### src/rtl/serial_add_sequencer_pkg.sv
// Shared encodings for the serial add/subtract sequencer: FSM states and op codes.
package serial_add_sequencer_pkg;

    typedef enum logic [1:0] {
        ST_IDLE  = 2'd0,
        ST_SHIFT = 2'd1,
        ST_DONE  = 2'd2
    } state_e;

    localparam logic OP_ADD = 1'b0;
    localparam logic OP_SUB = 1'b1;

endpackage

### src/rtl/serial_add_slice.sv
// One-bit serial full adder with its carry flop; the carry can be loaded
// (clear/preset) independently of the shift enable.
module serial_add_slice (
    input  logic clk_i,
    input  logic rst_i,
    input  logic load_i,
    input  logic load_val_i,
    input  logic shift_i,
    input  logic a_i,
    input  logic b_i,
    output logic sum_o,
    output logic cout_o,
    output logic carry_o
);

    logic carry_q, carry_d;

    assign sum_o   = a_i ^ b_i ^ carry_q;
    assign cout_o  = (a_i & b_i) | (carry_q & (a_i ^ b_i));
    assign carry_o = carry_q;

    // A load always wins over a shift so every new op starts from a known carry.
    always_comb begin
        carry_d = carry_q;
        if (load_i) begin
            carry_d = load_val_i;
        end else if (shift_i) begin
            carry_d = cout_o;
        end
    end

    always_ff @(posedge clk_i) begin
        if (rst_i) begin
            carry_q <= 1'b0;
        end else begin
            carry_q <= carry_d;
        end
    end

endmodule

### src/rtl/serial_add_sequencer.sv
// Sequences an N-bit add/subtract through a 1-bit serial slice, LSB first,
// and presents the parallel sum, carry and signed overflow on a valid/ready handshake.
module serial_add_sequencer
    import serial_add_sequencer_pkg::*;
#(
    parameter int WIDTH = 8
) (
    input  logic             clock_i,
    input  logic             reset_i,
    input  logic             req_valid_i,
    output logic             req_ready_o,
    input  logic [WIDTH-1:0] op_a_i,
    input  logic [WIDTH-1:0] op_b_i,
    input  logic             op_sub_i,
    output logic             res_valid_o,
    input  logic             res_ready_i,
    output logic [WIDTH-1:0] sum_o,
    output logic             c_out_o,
    output logic             overflow_o,
    output logic             busy_o
);

    localparam int CNT_W = $clog2(WIDTH + 1);

    state_e           state_q, state_d;
    logic [WIDTH-1:0] a_sr_q, a_sr_d;
    logic [WIDTH-1:0] b_sr_q, b_sr_d;
    logic [WIDTH-1:0] res_sr_q, res_sr_d;
    logic [WIDTH-1:0] sum_q, sum_d;
    logic [CNT_W-1:0] cnt_q, cnt_d;
    logic             c_out_q, c_out_d;
    logic             ovf_q, ovf_d;

    logic accept;
    logic shift_en;
    logic last_bit;
    logic slice_sum, slice_cout, slice_carry;

    assign accept   = (state_q == ST_IDLE) && req_valid_i;
    assign shift_en = (state_q == ST_SHIFT);
    assign last_bit = shift_en && (cnt_q == CNT_W'(1));

    serial_add_slice u_slice (
        .clk_i      (clock_i),
        .rst_i      (reset_i),
        .load_i     (accept),
        .load_val_i (op_sub_i == OP_SUB),
        .shift_i    (shift_en),
        .a_i        (a_sr_q[0]),
        .b_i        (b_sr_q[0]),
        .sum_o      (slice_sum),
        .cout_o     (slice_cout),
        .carry_o    (slice_carry)
    );

    always_comb begin
        state_d = state_q;
        case (state_q)
            ST_IDLE:  if (req_valid_i)        state_d = ST_SHIFT;
            ST_SHIFT: if (cnt_q == CNT_W'(1)) state_d = ST_DONE;
            ST_DONE:  if (res_ready_i)        state_d = ST_IDLE;
            default:                          state_d = ST_IDLE;
        endcase
    end

    always_comb begin
        a_sr_d   = a_sr_q;
        b_sr_d   = b_sr_q;
        res_sr_d = res_sr_q;
        cnt_d    = cnt_q;
        sum_d    = sum_q;
        c_out_d  = c_out_q;
        ovf_d    = ovf_q;
        if (accept) begin
            a_sr_d   = op_a_i;
            b_sr_d   = op_b_i ^ {WIDTH{op_sub_i}};
            res_sr_d = '0;
            cnt_d    = CNT_W'(WIDTH);
        end else if (shift_en) begin
            a_sr_d   = a_sr_q >> 1;
            b_sr_d   = b_sr_q >> 1;
            res_sr_d = {slice_sum, res_sr_q[WIDTH-1:1]};
            cnt_d    = cnt_q - CNT_W'(1);
        end
        // Carry flop still holds the carry into the MSB during the last shift.
        if (last_bit) begin
            sum_d   = {slice_sum, res_sr_q[WIDTH-1:1]};
            c_out_d = slice_cout;
            ovf_d   = slice_carry ^ slice_cout;
        end
    end

    always_ff @(posedge clock_i) begin
        if (reset_i) begin
            state_q  <= ST_IDLE;
            a_sr_q   <= '0;
            b_sr_q   <= '0;
            res_sr_q <= '0;
            cnt_q    <= '0;
            sum_q    <= '0;
            c_out_q  <= 1'b0;
            ovf_q    <= 1'b0;
        end else begin
            state_q  <= state_d;
            a_sr_q   <= a_sr_d;
            b_sr_q   <= b_sr_d;
            res_sr_q <= res_sr_d;
            cnt_q    <= cnt_d;
            sum_q    <= sum_d;
            c_out_q  <= c_out_d;
            ovf_q    <= ovf_d;
        end
    end

    assign req_ready_o = (state_q == ST_IDLE);
    assign res_valid_o = (state_q == ST_DONE);
    assign busy_o      = (state_q == ST_SHIFT);
    assign sum_o       = sum_q;
    assign c_out_o     = c_out_q;
    assign overflow_o  = ovf_q;

endmodule

### config.mk
export PLATFORM = sky130hd
export DESIGN_NAME = serial_add_sequencer
export DESIGN_NICKNAME = d
export VERILOG_FILES = /design/src/rtl/serial_add_sequencer_pkg.sv /design/src/rtl/serial_add_slice.sv /design/src/rtl/serial_add_sequencer.sv
export SDC_FILE = /design/constraint.sdc
export NUM_CORES = 1
export LEC_CHECK = 0
export BUFFER_PORTS_ARGS = -buffer_cell sky130_fd_sc_hd__buf_2
export CORE_ASPECT_RATIO = 0.8
export CORE_UTILIZATION = 30
export CTS_BUF_LIST = sky130_fd_sc_hd__clkbuf_4
export CTS_CLUSTER_SIZE = 16
export DETAILED_ROUTE_END_ITERATION = 8
export GPL_ROUTABILITY_DRIVEN = 1
export PLACE_DENSITY = 0.44
export SLEW_MARGIN = 40
export SYNTH_ARGS = -nofsm -noshare
export SYNTH_HDL_FRONTEND = slang
export SYNTH_HIERARCHICAL = 1
export SYNTH_SLANG_ARGS = --single-unit
### constraint.sdc
create_clock -name clock_i -period 1.5 [get_ports clock_i]
set_input_delay 0.15 -clock clock_i [delete_from_list [all_inputs] [get_ports clock_i]]
set_output_delay 0.15 -clock clock_i [all_outputs]
set_load 0.005 [all_outputs]
---- After elaboration in Yosys (flattened, before gate mapping) ----
Index checks and enable logic that the tools add are counted.
word-level totals
  register bits ........................... 41
  logic and storage cells ................. 42
  output and inout port bits .............. 13
  bits of input ports ..................... 21
cells by class
  reduce and logical (&&, ||, !) cells .... 6
  bitwise gates (word level) .............. 7
  eq/ne operators ......................... 6
  mux-type cells .......................... 12
  $add $sub $neg .......................... 1
operator list
  kind                                                                      count
  8-bit 2-to-1 mux                                                          4
  4-bit 2-to-1 mux                                                          2
  8-bit bitwise XOR                                                         1
  2-bit 2-to-1 mux                                                          3
  2-bit one-hot mux with 3 select lines                                     1
  4-bit by 1-bit == test with 1-bit output (second input constant)          1
  2-bit by 1-bit inequality test with 1-bit output (second input constant)  2
  4-bit by 1-bit subtractor with 4-bit output (second input constant)       1
  3-bit AND reduction                                                       1
  1-bit bitwise XOR                                                         3
  1-bit AND                                                                 2
  2-bit by 1-bit == test with 1-bit output (second input constant)          1
  2-bit == test (second input constant)                                     1
  1-bit logical AND                                                         2
  2-bit zero test                                                           1
  1-bit 2-to-1 mux                                                          2
  2-bit inequality test (second input constant)                             1
  2-bit nonzero test                                                        1
  2-bit OR reduction                                                        1
  1-bit OR                                                                  1

---- Depth between registers and ports, before layout ----
Gate-level depths: netlist of run 1.
  depth after elaboration ................. 5
  gate-level depth with buffers ........... 7
  gate-level depth less buffers ........... 5

---- Modules after synthesis ----
The synthesis of run 1 kept the hierarchy.
modules (own cells, without submodules)
  module                times used  area each (um^2)  sequential area each (um^2)  cells an instance
  serial_add_sequencer  1           1818.0            780.7                        213
  serial_add_slice      1           72.6              20.0                         6

---- Worst setup path before layout of run 1 ----
OpenSTA, ideal clock, no wires.
  path type ............................... register -> register
  start point ............................. reg cnt_q[1]
  end point ............................... reg sum_q[1] (netlist: sum_o[1])
  stages on the path, launching flop included .. 7
  path buffers ............................ 1
  required time ........................... 1368 ps
  period minus slack after synthesis ...... 1321 ps
  path slack .............................. 179 ps
  setup time .............................. 132 ps
  data arrival time ....................... 1189 ps
  cell sequence ........................... dfxtp_1 inv_1 ha_1 or3b_1 clkbuf_1 o21ai_0 a21oi_1
on the way
  cells in the longest elaborated chain, start to end .. 2
RTL lines
  item                                      line                         source
  start: declaration                        serial_add_sequencer.sv:30   logic [CNT_W-1:0] cnt_q, cnt_d;
  start signal: assignment                  serial_add_sequencer.sv:108  cnt_q <= cnt_d;
  4-bit by 1-bit == test with 1-bit output  serial_add_sequencer.sv:41   assign last_bit = shift_en && (cnt_q == CNT_W'(1));
  1-bit logical AND                         serial_add_sequencer.sv:41
  end signal: assignment                    serial_add_sequencer.sv:109  sum_q <= sum_d;
  end: declaration                          serial_add_sequencer.sv:29   logic [WIDTH-1:0] sum_q, sum_d;
Every way passes these cells.
A chain may end at the register's enable or synchronous reset.

---- Final worst setup path of run 1 ----
  start point ............................. reg state_q[0]
  end point ............................... out req_ready_o
on the way
  cells in the longest elaborated chain, start to end .. 1
RTL lines
  item                      line                         source
  start: declaration        serial_add_sequencer.sv:25   state_e state_q, state_d;
  start signal: assignment  serial_add_sequencer.sv:104  state_q <= state_d;
  2-bit zero test           serial_add_sequencer.sv:115  assign req_ready_o = (state_q == ST_IDLE);
  end: declaration          serial_add_sequencer.sv:11   output logic req_ready_o,
Every way passes these cells.

==> results of run 1 <==
cells in the mapped netlist (all sizes together) (2+ instances only):
library cell	instances	share of area [%]
a211oi	3	1.7
a21oi	33	8.9
inv	14	2.8
nor2b	2	0.66
ha	2	1.3
o22ai	8	2.6
o221a	7	4.2
xnor2	8	3.7
a22oi	8	3.2
nand3	9	2.4
nor3b	2	1.7
nor2	19	3.8
o21ai	9	2.4
mux2i	2	1.1
clkbuf	6	1.2
xor2	2	0.93
nand3b	2	0.79
nand2b	3	0.99
dfxtp	40	42
nand2	19	3.8
buf	13	5.2
what timing repair did:
item	in CTS	in global routing
setup buffers	1	0
endpoints found under the setup margin	1	10
cloned	0	0
resized for setup	3	4
flip-flops by register name, indices dropped and copies added, names as in the netlist:
| signal | flops |
|---|---|
| a_sr_q | 8 |
| b_sr_q | 8 |
| c_out_o | 1 |
| cnt_q | 4 |
| overflow_o | 1 |
| res_sr_q | 7 |
| state_q | 2 |
| sum_o | 8 |
| u_slice/carry_o | 1 |
tightest hold or removal path, cell delays in order:
cell and delay (ns):
sky130_fd_sc_hd__buf_2 0.08, sky130_fd_sc_hd__xnor2_1 0.06, sky130_fd_sc_hd__o22ai_1 0.09
cell usage in the layout (no fill, tap or decap), types with 2 or more instances in the layout:
cell type / instances
sky130_fd_sc_hd__a211oi_2: 2
sky130_fd_sc_hd__a21oi_1: 32
sky130_fd_sc_hd__a22oi_1: 8
sky130_fd_sc_hd__buf_2: 33
sky130_fd_sc_hd__buf_4: 10
sky130_fd_sc_hd__clkbuf_4: 7
sky130_fd_sc_hd__dfxtp_1: 38
sky130_fd_sc_hd__dfxtp_2: 2
sky130_fd_sc_hd__ha_1: 2
sky130_fd_sc_hd__inv_1: 13
sky130_fd_sc_hd__mux2i_1: 2
sky130_fd_sc_hd__nand2_1: 19
sky130_fd_sc_hd__nand2b_1: 2
sky130_fd_sc_hd__nand3_1: 9
sky130_fd_sc_hd__nand3b_1: 2
sky130_fd_sc_hd__nor2_1: 19
sky130_fd_sc_hd__nor2b_1: 2
sky130_fd_sc_hd__o21ai_0: 8
sky130_fd_sc_hd__o221a_2: 7
sky130_fd_sc_hd__o22ai_1: 8
sky130_fd_sc_hd__xnor2_1: 8
sky130_fd_sc_hd__xor2_1: 2
layout make-up:
type                    instances  area [sq um]  area share [%]
repair buffers                 45         275.3           12.41
well taps                      81         101.3           4.569
clock buffers                   7         52.55           2.369
multi-input cells             146         927.1           41.79
inverters                      14         55.05           2.482
flip-flops and latches         40         803.3           36.21
clock inverters                 1         3.754          0.1692
metal layers:
layer	GRT usage, %	part of all wire [%]	up-vias
li1	-	-	825
met1	18.67	53	684
met2	21.46	42	22
met3	3.646	3.3	5
met4	5.376	0.94	0
met5	0	0	-
logic make-up (layout without fill, tap and decap cells):
logic type               Yosys count  in the layout  synth area share [%]
XOR/XNOR                          10             10                 4.633
AO/OA/AOI/OAI                     72             72                 25.35
adder cells (fa/ha/maj)            3              3                 2.382
AND/OR/NAND/NOR                   59             59                 15.09
flip-flops                        40             40                 42.36
buffers and inverters             33             67                 9.133
multiplexers                       2              2                 1.059
report_power, final:
part | switching, uW | internal [uW]
Clock | 348 | 217
Combinational | 199 | 170
Sequential | 47.5 | 1120
Total | 594 | 1510
how the worst max path moves through the flow:
stage / from / end / slack, ns / depth (start not counted)
after floorplan: cnt_q[1] / sum_o[1] / 0.18 / 6
after global placement: cnt_q[0] / sum_o[2] / 0.07 / 4
after detailed placement: cnt_q[0] / sum_o[7] / 0.06 / 4
after CTS: cnt_q[0] / sum_o[2] / 0.03 / 4
after global routing: cnt_q[0] / sum_o[6] / 0.01 / 4
final: state_q[0] / req_ready_o / 0.12 / 4
through the flow:
| step | hold WS (ns) | instance area [sq um] |
|---|---|---|
| after global placement | 0.4219 | 2132 |
| after global routing | 0.07776 | 2218 |
| after CTS | 0.05524 | 2206 |
| after floorplan | 0.2146 | 1891 |
| final | 0.07700 | 2218 |
| after detailed placement | 0.4353 | 2132 |
==> run summary, run 1 <==
The count of pins on the block boundary was 34; the detailed-route vias per instance was 4.599. For the number of levels the H-tree was split into, the log shows 2. The iteration-0 DRC count of the detailed router came out at 79. The logs give 0 for the count of inserted antenna diode cells and 0 for the remaining number of nets flagged by the antenna check after routing. The synthesis-to-finish area growth is 17.34%. The first detailed-routing pass took 6 iterations. The worst register-to-register path begins at cnt_q[0].

Measured in cells, the most critical reg-to-reg path has a length of 4. Static timing analysis puts the maximum clock frequency at 724.8 MHz. For the total wire length, the log shows 4239 um. The tightest min-delay check is of the in -> reg type. The run gives 0 as the final hold violation count. The tools report the final setup violation count as 0. The static leakage power was 0.0008719 uW; the standard cell core area was 0.006006 sq mm.

In the final layout, the share of cells above drive strength 1 is 28.06%. Once routing completed, OpenROAD measured the worst setup slack at 0.1203 ns. The run gives 0.34 ns as the clock network latency to the later pin of the worst-skew pair. The clock arrives with 0.002854 ns of skew. The total half-perimeter wirelength after legalization and detailed placement came out at 2867 um.

The critical register-to-register path endpoint is sum_o[7]. The worst setup path is captured at a primary output. At the worst endpoint, the required time is 1.35 ns.

The most common cell type on the critical path was sky130_fd_sc_hd__buf_4. For this run, the post-layout net count is 276. The number of enable-type register cells in the synthesized netlist came out at 0. Input and output buffers added on the ports amount to 33.

The biggest fanout along the worst timing path was 6; the number of warnings issued by yosys was 6. Buffer cell driving the clock tree root: sky130_fd_sc_hd__clkbuf_4. The gate family responsible for the most delay along the worst path was buffers and inverters.

The non-filler instance count after layout is 334. The type of the setup path with the least slack is reg -> out. For this run, the total global-route usage over all layers was measured as 13.91%. The total negative setup slack was 0 ns; the number of cells on the worst hold path was 3. TritonCTS built the clock tree.

The tightest slew margin relative to the limit came out at 71.03%. The worst setup timing slack at the placement stage was 0.05756 ns. Setup repair after global routing left no endpoint under its margin.

Routability-driven placement finished with a final weighted congestion of 0.6763. The run gives 243 as the post-synth net total. Counting the buffers created by CTS gives 5.

Data arrives at the worst endpoint at 1.23 ns. Worst-path cell with the longest stage delay: sky130_fd_sc_hd__dfxtp_2. The instance count of the mapped netlist is 219, and the fraction of the core area covered by cells at the end of the flow is 36.94%. The worst register-to-register path has a setup slack of 0.13 ns.

After layout, the design draws a total of 2100 uW. The number of hold-repair buffers added at the cts stage was 0. The count of buffering cells on the critical path with inverters included is 3.

The clock input transition at the sequential cells of the worst setup and hold paths was 0.12 ns. The predominant post-synthesis flop cell was sky130_fd_sc_hd__dfxtp_1. Yosys mapped the design onto 36 distinct sky130hd cell types. For the number of global-route vias before repair, the log shows 1510. The path with the worst hold slack has its endpoint at b_sr_q[6].

Category of the worst setup path launch point: a flip-flop. Once the floorplan was initialized, standard cells occupied 31.48% of the core. The height of the die is 73.01 um. Flip-flop and latch count after synthesis: 40.

Total vias in the final route: 1536. The mean instance size in the synthesized netlist is 8.633 sq um, and the max-cap check violation count is 0. Dividing the detail-routed wire length by the instance count gives 12.69 um. The run gives 317.5 uV as the worst IR drop on VDD. First-pass GRT wire length: 7189 um. The hold path startpoint is op_b_i[6].

The die covers 0.006626 sq mm. Dividing total power by cell area gives a power density of 946.6 mW/mm^2. The floorplan step set the die width to 90.76 um.

The largest net degree at the start of global routing was 26. The number of placed instances, taps included was 325; the share of synthesized registers carrying an async set or reset was 0%. For this run, design rule violations remaining after detail routing come to 0.

The placement row count came out at 25. The clock passes through at most 2 buffers. The flow ran to the end, and the final reports show no timing, DRC or antenna violations.

The ratio of final minimum period to clock period was 91.98%. Subtracting the final worst setup slack from the clock period gives 1.380 ns. For the pin with the worst max-slew slack, the measured transition is 0.4343 ns.

Global routing finished with a remaining overflow of 0. The tools report the sequential element share of the synthesized area as 42.36%. The synthesized netlist occupies a cell area of 0.001891 sq mm. The largest stage delay on the critical path was 0.36 ns; the number of fill cells was 648.

The run gives 0 as the final number of max-transition violations. Walking the worst path, the cells encountered are buf_4 -> buf_4 -> nor2_1 -> buf_2. The initial antenna violation count was 0; the TritonCTS sink count was 40.
Power figures use the tool's default switching activity.
==> run 2, diff against run 1 <==
--- a/config.mk
+++ b/config.mk
@@ -8,7 +8,6 @@
 export BUFFER_PORTS_ARGS = -buffer_cell sky130_fd_sc_hd__buf_2
 export CORE_ASPECT_RATIO = 0.8
 export CORE_UTILIZATION = 30
-export CTS_BUF_LIST = sky130_fd_sc_hd__clkbuf_4
 export CTS_CLUSTER_SIZE = 16
 export DETAILED_ROUTE_END_ITERATION = 8
 export GPL_ROUTABILITY_DRIVEN = 1
==> run 2 against run 1 <==
  * Non-clock buffer count shrank 1
  * Sequential share of layout area decreased by 0.50 points
  * Global-route usage hardly changed
  * Routed wire length decreased by 0.12%
  * Utilization up 0.46 points
  * Worst setup slack worse by 0.0087 ns
  * Sequential power about the same
==> run summary, run 2 (same netlist as run 1, synthesis figures left out) <==
The tools report the total wire length as 4234 um (was 4239 um). The uppermost metal layer occupied by signal nets was met4 (unchanged). The synthesis-to-finish area growth is 18.80% (was 17.34%). The count of inserted antenna diode cells is 0 (unchanged). Most frequent cells in the layout: 39 x sky130_fd_sc_hd__dfxtp_1, 33 x sky130_fd_sc_hd__buf_2, 32 x sky130_fd_sc_hd__a21oi_1 (was 38 x sky130_fd_sc_hd__dfxtp_1, 33 x sky130_fd_sc_hd__buf_2, 32 x sky130_fd_sc_hd__a21oi_1). For the count of pins on the block boundary, the log shows 34 (unchanged). The run gives 40 (unchanged) as the TritonCTS sink count.

The logs give 1510 (unchanged) for the number of global-route vias before repair and 31.48% (unchanged) for the starting density of the core. Sequence of cells on the critical path: nand2b_4 -> clkinv_4 -> buf_8 -> buf_2 (was buf_4 -> buf_4 -> nor2_1 -> buf_2). The number of DRC violations after detailed routing was 0 (unchanged); the iteration-0 DRC count of the detailed router was 86 (was 79). For the max-cap check violation count, the log shows 0 (unchanged).

The run finished with clean final reports. The number of hold-repair buffers added at the cts stage was 0 (unchanged); the total met2 wirelength after detailed routing was 1768 um (was 1789 um). The clock input transition at the sequential cells of the worst setup and hold paths is 0.08 ns (was 0.12 ns), and the largest net degree at the start of global routing is 26 (unchanged). The area enclosed by the die boundary was 0.006626 sq mm (unchanged).

The buffer cell driving the clock tree root is sky130_fd_sc_hd__clkbuf_8 (was sky130_fd_sc_hd__clkbuf_4). Type of the setup path with the least slack: reg -> out (unchanged). The tools report the final hold violation count as 0 (unchanged). The tools report the number of clock buffers inserted by TritonCTS as 5 (unchanged). TritonCTS built the clock tree.

The kind of end point of the critical path was a primary output (unchanged). The total vias in the final route is 1544 (was 1536). The horizontal die dimension works out to 90.76 um (unchanged). The total negative setup slack is 0 ns (unchanged), and the worst clock skew is 0.001588 ns (was 0.002854 ns). The remaining number of nets flagged by the antenna check after routing was 0 (unchanged). The fraction of the core area covered by cells at the end of the flow is 37.40% (was 36.94%).

The number of port buffers came out at 33 (unchanged). The kind of path behind the tightest hold check is in -> reg (unchanged). The logs give 720.3 MHz (was 724.8 MHz) for the maximum clock rate and 0 (unchanged) for the residual overflow from global routing. The final worst slack was 0.1116 ns (was 0.1203 ns). The post-route standard cell area excluding fillers is 0.002246 sq mm (was 0.002218 sq mm), and the total routed wire length on the met1 layer is 2253 um (was 2267 um).

The run gives 2 (unchanged) as the number of levels the H-tree was split into. The static leakage power is 0.0008778 uW (was 0.0008719 uW), and the pin slew with the least headroom to its limit is 0.4431 ns (was 0.4343 ns). The minimum period implied by the final worst setup slack was 1.388 ns (was 1.380 ns). For the clock network latency to the later pin of the worst-skew pair, the log shows 0.29 ns (was 0.34 ns). The logs give 0.006006 sq mm (unchanged) for the standard cell core area and 275 (was 276) for the post-layout net count. The number of placed instances, taps included is 325 (unchanged), and the placement-stage cell area is 0.002132 sq mm (unchanged). The power density over the cells was 1013 mW/mm^2 (was 946.6 mW/mm^2); the non-filler instance count after layout was 333 (was 334). The tightest slew margin relative to the limit was 70.44% (was 71.03%).

The first-pass GRT wire length is 7189 um (unchanged), and the detailed route wirelength on metal3 is 146 um (was 142 um). Setup repair after global routing left no endpoint under its margin. The height of the die was 73.01 um (unchanged); the number of fill cells was 649 (was 648). The global placement routability congestion was 0.6763 (unchanged); the largest buffer count on any clock path was 2 (unchanged). Routed length per placed instance: 12.71 um (was 12.69 um). The detailed-route vias per instance works out to 4.637 (was 4.599).

The run gives 25 (unchanged) as the placement row count. The fraction of layout instances using a drive strength above 1 works out to 26.98% (was 28.06%). The arrival time reported for the critical path endpoint is 1.24 ns (was 1.23 ns), and the final setup violation count is 0 (unchanged). The worst setup timing slack at the placement stage came out at 0.05756 ns (unchanged). The critical path required time is 1.35 ns (about the same).

Total global routing track utilization: 13.93% (was 13.91%). For the initial antenna violation count, the log shows 0 (unchanged). The most common library cell in the layout ignoring fill and taps is sky130_fd_sc_hd__dfxtp_1 (unchanged).

The category of the worst setup path launch point was a flip-flop (unchanged). The tools report the first-pass iteration count of the detailed router as 4 (was 6). The ratio of final minimum period to clock period came out at 92.56% (was 91.98%).

The worst-path cell with the longest stage delay is sky130_fd_sc_hd__dfxtp_2 (unchanged). The biggest fanout along the worst timing path works out to 20 (was 6). The total half-perimeter wirelength after legalization and detailed placement is 2867 um (unchanged). Final number of max-transition violations: 0 (unchanged). The largest stage delay on the critical path is 0.36 ns (about the same), and the worst IR drop on VDD is 398.2 uV (was 317.5 uV).
-- run 2: final timing paths --
| kind | slack (ns) | endpoint | from | cells past startpoint |
|---|---|---|---|---|
| max reg2reg | 0.13 | sum_o[7] | cnt_q[0] | 4 |
| min reg2reg | 0.46 | res_sr_q[1] | res_sr_q[1] | 2 |
| max | 0.11 | busy_o | state_q[1] | 4 |
| min | 0.14 | b_sr_q[6] | op_b_i[6] | 3 |
-- run 2: cell type report --
class,count,area (sq um),share of cell area (%)
clock buffer,8,90.09,4.011
inverter,14,57.56,2.563
multi-input combinational,146,927.1,41.28
sequential,40,802.0,35.71
tap,81,101.3,4.513
timing repair buffer,44,267.8,11.92
-- run 2: metrics by stage --
| stage | power (uW) | hold slack, ns |
|---|---|---|
| floorplan | 1449 | 0.2146 |
| global placement | 1548 | 0.4219 |
| detailed placement | 1550 | 0.4353 |
| CTS | 2301 | 0.1269 |
| global route | 2391 | 0.1577 |
| finish | 2276 | 0.1367 |
-- run 2: what timing repair did --
action | 4_1_cts | 5_1_grt
buffers inserted | 0 | 0
endpoints found under the setup margin | 1 | 10
gates resized for setup | 3 | 4
-- run 2: power by group --
group	internal, uW	leakage (uW)	total (uW)	switching, uW
combinational	167	0.000505	367	199
sequential	1120	0.000327	1160	47.3
clock	376	0.0000455	744	369
total	1660	0.000878	2280	615
-- run 2: worst max-delay path, delay by kind of cell (launching register included) --
family        cells  cell delay, ns
buf+inv           3            0.43
flops             1            0.36
simple gates      1            0.15
-- run 2: layer usage --
layer / GRT usage [%] / up-vias
li1: - / 824
met1: 18.29 / 693
met2: 21.80 / 21
met3: 3.646 / 6
met4: 5.914 / 0
met5: 0 / -
